File: config.mk
export PLATFORM = sky130hd
export DESIGN_NAME = mvu_apb_csr_target
export DESIGN_NICKNAME = d
export VERILOG_FILES = /design/src/rtl/mvu_apb_csr_target.sv
export SDC_FILE = /design/constraint.sdc
export NUM_CORES = 1
export LEC_CHECK = 0
export ABC_AREA = 1
export CORE_MARGIN = 2
export CORE_UTILIZATION = 50
export DETAILED_ROUTE_END_ITERATION = 12
export PLACE_DENSITY = 0.92
export SYNTH_ARGS = -nofsm -noshare
export SYNTH_HDL_FRONTEND = slang
export SYNTH_SLANG_ARGS = --single-unit
File: constraint.sdc
create_clock -name clk -period 6.5 [get_ports clk]
set_input_delay 0.975 -clock clk [delete_from_list [all_inputs] [get_ports clk]]
set_output_delay 0.975 -clock clk [all_outputs]
set_load 0.03 [all_outputs]
File: src/rtl/mvu_apb_csr_target.sv
// MVU-side APB completer for the pito CSR-to-MVU link: decodes CSR-numbered
// APB transfers into the MVU command/status/interrupt/config register bank,
// emits the MVU start pulse and drives the interrupt line into mip.
module mvu_apb_csr_target #(
   parameter logic [11:0] BASE_ADDR   = 12'hF20,
   parameter int          NUM_CFG     = 8,
   parameter int          WAIT_STATES = 0
) (
   input  logic                  clk,
   input  logic                  rst_n,
   input  logic [11:0]           apb_paddr,
   input  logic                  apb_psel,
   input  logic                  apb_penable,
   input  logic                  apb_pwrite,
   input  logic [31:0]           apb_pwdata,
   output logic [31:0]           apb_prdata,
   output logic                  apb_pready,
   output logic                  apb_pslverr,
   output logic [NUM_CFG*32-1:0] cfg_o,
   output logic                  mvu_start_o,
   input  logic                  mvu_busy_i,
   input  logic                  mvu_done_i,
   output logic                  mvu_irq_o
);

   localparam logic [3:0] WAIT_CNT = 4'(WAIT_STATES);
   // With no wait states a collapsed psel&penable transfer completes in IDLE.
   localparam bit FAST = (WAIT_STATES == 0);

   typedef enum logic {IDLE, ACCESS} state_t;

   state_t      state;
   logic [3:0]  cnt;
   logic [11:0] addr_q;
   logic        write_q;
   logic [31:0] wdata_q;

   logic [31:0] cfg_q [NUM_CFG];
   logic        irq_en;
   logic        irq_pend;
   logic        start_err;
   logic        start_q;

   logic [11:0]        eff_addr;
   logic               eff_write;
   logic [31:0]        eff_wdata;
   logic [11:0]        off;
   logic               fast_hit;
   logic               acc_rdy;
   logic               ready;
   logic               complete;
   logic               err;
   logic [31:0]        rdata;
   logic               sel_cmd;
   logic               sel_irq;
   logic [NUM_CFG-1:0] cfg_hit;
   logic               do_write;
   logic               wr_cmd;
   logic               wr_irq;

   // Transfer attributes: live bus in IDLE (fast path), latched copy in ACCESS.
   always_comb begin
      fast_hit  = FAST && (state == IDLE) && apb_psel && apb_penable;
      acc_rdy   = (state == ACCESS) && (cnt == 4'd0) && apb_psel;
      ready     = fast_hit || acc_rdy;
      complete  = fast_hit || (acc_rdy && apb_penable);
      eff_addr  = (state == IDLE) ? apb_paddr  : addr_q;
      eff_write = (state == IDLE) ? apb_pwrite : write_q;
      eff_wdata = (state == IDLE) ? apb_pwdata : wdata_q;
   end

   // Address decode, read mux and error detection.
   always_comb begin
      off     = eff_addr - BASE_ADDR;
      rdata   = 32'd0;
      err     = 1'b1;
      sel_cmd = 1'b0;
      sel_irq = 1'b0;
      cfg_hit = '0;
      if (eff_addr >= BASE_ADDR) begin
         if (off == 12'd0) begin
            sel_cmd = 1'b1;
            err     = 1'b0;
         end else if (off == 12'd1) begin
            // STATUS is read-only; a write is rejected.
            err   = eff_write;
            rdata = {29'd0, start_err, irq_pend, mvu_busy_i};
         end else if (off == 12'd2) begin
            sel_irq = 1'b1;
            err     = 1'b0;
            rdata   = {31'd0, irq_en};
         end
         for (int k = 0; k < NUM_CFG; k++) begin
            if (off == 12'(3 + k)) begin
               cfg_hit[k] = 1'b1;
               err        = 1'b0;
               rdata      = cfg_q[k];
            end
         end
      end
      do_write = complete && eff_write && !err;
      wr_cmd   = do_write && sel_cmd;
      wr_irq   = do_write && sel_irq;
   end

   // Response outputs are only meaningful while pready is high.
   always_comb begin
      apb_pready  = ready;
      apb_pslverr = ready && err;
      apb_prdata  = (ready && !eff_write) ? rdata : 32'd0;
   end

   // Transfer FSM: IDLE accepts SETUP (or a collapsed transfer), ACCESS counts wait states.
   always_ff @(posedge clk) begin
      if (!rst_n) begin
         state <= IDLE;
         cnt   <= 4'd0;
      end else begin
         case (state)
            IDLE: begin
               if (apb_psel && (!apb_penable || !FAST)) begin
                  state <= ACCESS;
                  cnt   <= WAIT_CNT;
               end
            end
            ACCESS: begin
               if (!apb_psel)
                  state <= IDLE;
               else if (cnt != 4'd0)
                  cnt <= cnt - 4'd1;
               else if (apb_penable)
                  state <= IDLE;
            end
            default: state <= IDLE;
         endcase
      end
   end

   // Capture the transfer attributes when a transfer starts in IDLE.
   always_ff @(posedge clk) begin
      if (state == IDLE && apb_psel) begin
         addr_q  <= apb_paddr;
         write_q <= apb_pwrite;
         wdata_q <= apb_pwdata;
      end
   end

   // Register bank: writes commit on completion; hardware set beats W1C clear.
   always_ff @(posedge clk) begin
      if (!rst_n) begin
         irq_en    <= 1'b0;
         irq_pend  <= 1'b0;
         start_err <= 1'b0;
         start_q   <= 1'b0;
         for (int k = 0; k < NUM_CFG; k++) cfg_q[k] <= 32'd0;
      end else begin
         start_q <= wr_cmd && eff_wdata[0] && !mvu_busy_i;
         if (wr_irq)
            irq_en <= eff_wdata[0];
         if (mvu_done_i)
            irq_pend <= 1'b1;
         else if (wr_irq && eff_wdata[1])
            irq_pend <= 1'b0;
         if (wr_cmd && eff_wdata[0] && mvu_busy_i)
            start_err <= 1'b1;
         else if (wr_irq && eff_wdata[2])
            start_err <= 1'b0;
         for (int k = 0; k < NUM_CFG; k++)
            if (do_write && cfg_hit[k]) cfg_q[k] <= eff_wdata;
      end
   end

   // Flatten the config bank onto the output bus.
   for (genvar g = 0; g < NUM_CFG; g++) begin : g_cfg
      assign cfg_o[32*g +: 32] = cfg_q[g];
   end

   assign mvu_start_o = start_q;
   assign mvu_irq_o   = irq_pend & irq_en;

endmodule
==> flow_summary.toml <==
[worst_setup_path]
cp_data_arrival_time_ns = 4.81
startpoint_type = "input port"
critical_path.max_fanout = 13
timing.critical_path.to_type = "output port"
critPathKind = "in2out"
timing.critical_path.required_ns = 5.52

[yosys]
synth_seq_area_share_pct = 65.2
synthesis.nets = 1464
postSynthRegisterBits = 310
synthesis.instances = 1411
number_of_library_cell_types_mapped_by_synthesis = 42
post_synthesis_mean_instance_area_um2 = 10.0
post-synth-top-area-cell = "sky130_fd_sc_hd__edfxtp_1"
synthDominantCellAreaShare_pct = 63.9
postSynth.topFlopCell = "sky130_fd_sc_hd__edfxtp_1"
netlist_top_cells_count = "sky130_fd_sc_hd__nand2_1, sky130_fd_sc_hd__edfxtp_1, sky130_fd_sc_hd__nor2_1"
count_of_flip_flops_with_a_built_in_enable_after_synthesis = 301
mappedNetlistArea_um2 = 14100
synth_warn = 0
netlist_top_cells_area = "sky130_fd_sc_hd__edfxtp_1, sky130_fd_sc_hd__nand2_1, sky130_fd_sc_hd__nor2_1, sky130_fd_sc_hd__a21oi_1, sky130_fd_sc_hd__o21ai_0"
yosys.cell_count.top_type = "sky130_fd_sc_hd__nand2_1"
synth_async_sr_flop_share_pct = 0

[pwr]
share_clk_of_total_power_pct = 41.0
power.net_switching_mw = 1.22
power.sequential.fraction_pct = 48.3
vdd_drop_max_v = 0.000224
p_sw_share_pct = 25.2
total_power_mw = 4.84
power.share.combinational_pct = 10.7
internal_mw = 3.62
p_per_area_nw_per_um2 = 253
p_leak_nw = 7.49

[layout]
design.final.nets = 1797
syn_to_final_growth_pct = 35.5
post-route-util_pct = 68.9
antenna_cells = 0
post_route_cells_drive_above_1_share_pct = 11.1
multiInputGateArea_um2 = 4290
num-fill-cells = 2015
seq_area_um2 = 9220

[die]
floorplan.initialDensity_pct = 50.9
dieWidth_um = 172
placement_rows = 61
design.core.area_um2 = 27800
die_height_um = 172
die_area_um2 = 29600
num_io_pins = 343

[run]
max_cap_viol_count = 0

[global_routing]
grt_pass1_vias = 12800
antenna_violations_before_repair = 0
grt_util_all_layers_pct = 36.2
grt_first_pass_wirelength_um = 78500
pin_count_of_the_biggest_net_entering_global_routing = 51
congestion_overflow_gr = 0

[route]
routedWlPerCell_um = 25.2
drt-initial-drc-count = 1835
drtAntennaViolNets = 0
vias_per_cell = 6.08
detailroute.via_count = 13000
totalWireLength_um = 54100
drt_drc_violations_left = 0
drt_pre_antenna_iters = 6

[sta]
setup_total_negative_slack_ns = 0
timing_hold_violations_final = 0
post-route-min-period_ns = 5.78
min_period_over_period_pct = 88.9
achievable-frequency_mhz = 173
rsz0062_at_grt = "false"
final_number_of_max_transition_violations = 0
worst_clock_skew_ns = 0.0193
worstMarginPinSlew_ns = 1.07
setup_violations = 0
worst_slew_margin_rel_pct = 28.1

[clocking]
postCtsResizedCells = 0
clock_path_buffers = 3
cts_made_buffers = 34
clockRootBuffer = "sky130_fd_sc_hd__clkbuf_16"
htree_num_levels = 2
cts_tree = "yes"
cts.sinks = 310
clock_latency_ns = 0.53
clk_pin_slew_worst_paths_ns = 0.06
cts_hold_repair.buffers = 0
post_cts_buffers = 0

[placed_design]
place.gp.congestion = 0.913
detailedPlacementHpwl_um = 35100
port_buffers = 342

[run_status]
status = "finished, final reports clean"

[worst_hold_path]
holdCritPathClass = "reg2reg"
## sequential cells by signal (all words and copies together) (netlist names)
| register | count |
|---|---|
| mvu_start_o | 1 |
| state | 1 |
| write_q | 1 |
| start_err | 1 |
| cfg_q | 256 |
| addr_q | 12 |
| cnt | 4 |
| irq_en | 1 |
| wdata_q | 32 |
| irq_pend | 1 |
## critical path: stages
cell and delay, ns:
sky130_fd_sc_hd__clkdlybuf4s50_1 0.48, sky130_fd_sc_hd__inv_1 0.05, sky130_fd_sc_hd__nand2_1 0.06, sky130_fd_sc_hd__nand2_1 0.10, sky130_fd_sc_hd__ha_1 0.29, sky130_fd_sc_hd__a21boi_0 0.18, sky130_fd_sc_hd__nand3_1 0.11, sky130_fd_sc_hd__nor2_2 0.26
sky130_fd_sc_hd__inv_2 0.11, sky130_fd_sc_hd__nor2_2 0.16, sky130_fd_sc_hd__nand2_2 0.14, sky130_fd_sc_hd__nor2_4 0.44, sky130_fd_sc_hd__nand2_1 0.09, sky130_fd_sc_hd__nand2_1 0.08, sky130_fd_sc_hd__o22ai_1 0.08, sky130_fd_sc_hd__a21o_1 0.17
sky130_fd_sc_hd__a21oi_1 0.21, sky130_fd_sc_hd__clkdlybuf4s50_1 0.78
## power by group through the flow
stage | Combinational (mW) | Clock (mW) | Sequential, mW
after floorplan | 0.130 | 0 | 2.50
after global placement | 0.500 | 0 | 2.37
after detailed placement | 0.508 | 0 | 2.38
after CTS | 0.511 | 1.98 | 2.34
after global routing | 0.540 | 2.05 | 2.34
final | 0.517 | 1.99 | 2.34
## placed cells by master (no fill, tap or decap), drive strengths merged
master / n
a211oi: 1
nor3: 31
ha: 2
mux2i: 1
clkbuf: 39
nand4: 12
o211ai: 19
edfxtp: 301
o221ai: 7
clkinv: 14
a31oi: 1
buf: 64
clkinvlp: 1
nor4: 3
xnor2: 1
o21ai: 67
a21o: 1
nand2: 336
a21oi: 93
a21boi: 1
o22ai: 2
nand3: 59
dfxtp: 9
nor2: 294
bufinv: 5
inv: 89
nand3b: 2
clkdlybuf4s50: 310
or2: 4
## final cells by class
cell class / instances / share of cell area [%]
inverters: 87 / 1.72
multi-input cells: 937 / 22.4
well taps: 378 / 2.47
flip-flops and latches: 310 / 48.1
clock inverters: 22 / 1.33
clock buffers: 39 / 4.54
repair buffers: 374 / 19.4
## worst paths after layout
path,startpoint,end,slack [ns],cells past startpoint
worst max register to register,state,cfg_q[0][39],1.41,18
worst max-delay path,apb_paddr[5],apb_prdata[28],0.72,18
worst min-delay path,start_err,start_err,0.51,2
worst min register to register,start_err,start_err,0.51,2
## per-layer routing
metal  up-vias  global-route usage, %  part of all wire (%)
met1      6126                   44.5                    33
met2      1231                   59.9                    48
met5         -                      0                     0
met3       229                   9.36                    14
li1       5459                      -                     -
met4         0                   17.4                   5.4
## metrics by stage
step	instances	instance area (µm²)	hold WS, ns	worst slack (ns)
2_1_floorplan	1411	14100	0.439	1.08
3_3_place_gp	2086	18000	0.477	0.887
3_5_place_dp	2086	18000	0.492	0.788
4_1_cts	2147	19200	0.500	0.777
5_1_grt	2147	19200	0.541	0.427
6_report	2147	19200	0.507	0.719
## cells by family (layout without fill, tap and decap cells)
kind of cell	after synthesis	after routing	synth area share [%]
AO/OA/AOI/OAI	192	192	7.40
multiplexers	1	1	0.0708
adder cells (fa/ha/maj)	2	2	0.177
AND/OR/NAND/NOR	741	741	22.1
XOR/XNOR	1	1	0.0620
flip-flops	310	310	65.2
buffers and inverters	164	522	4.98
Note: power is estimated with default switching activity, not from simulation.
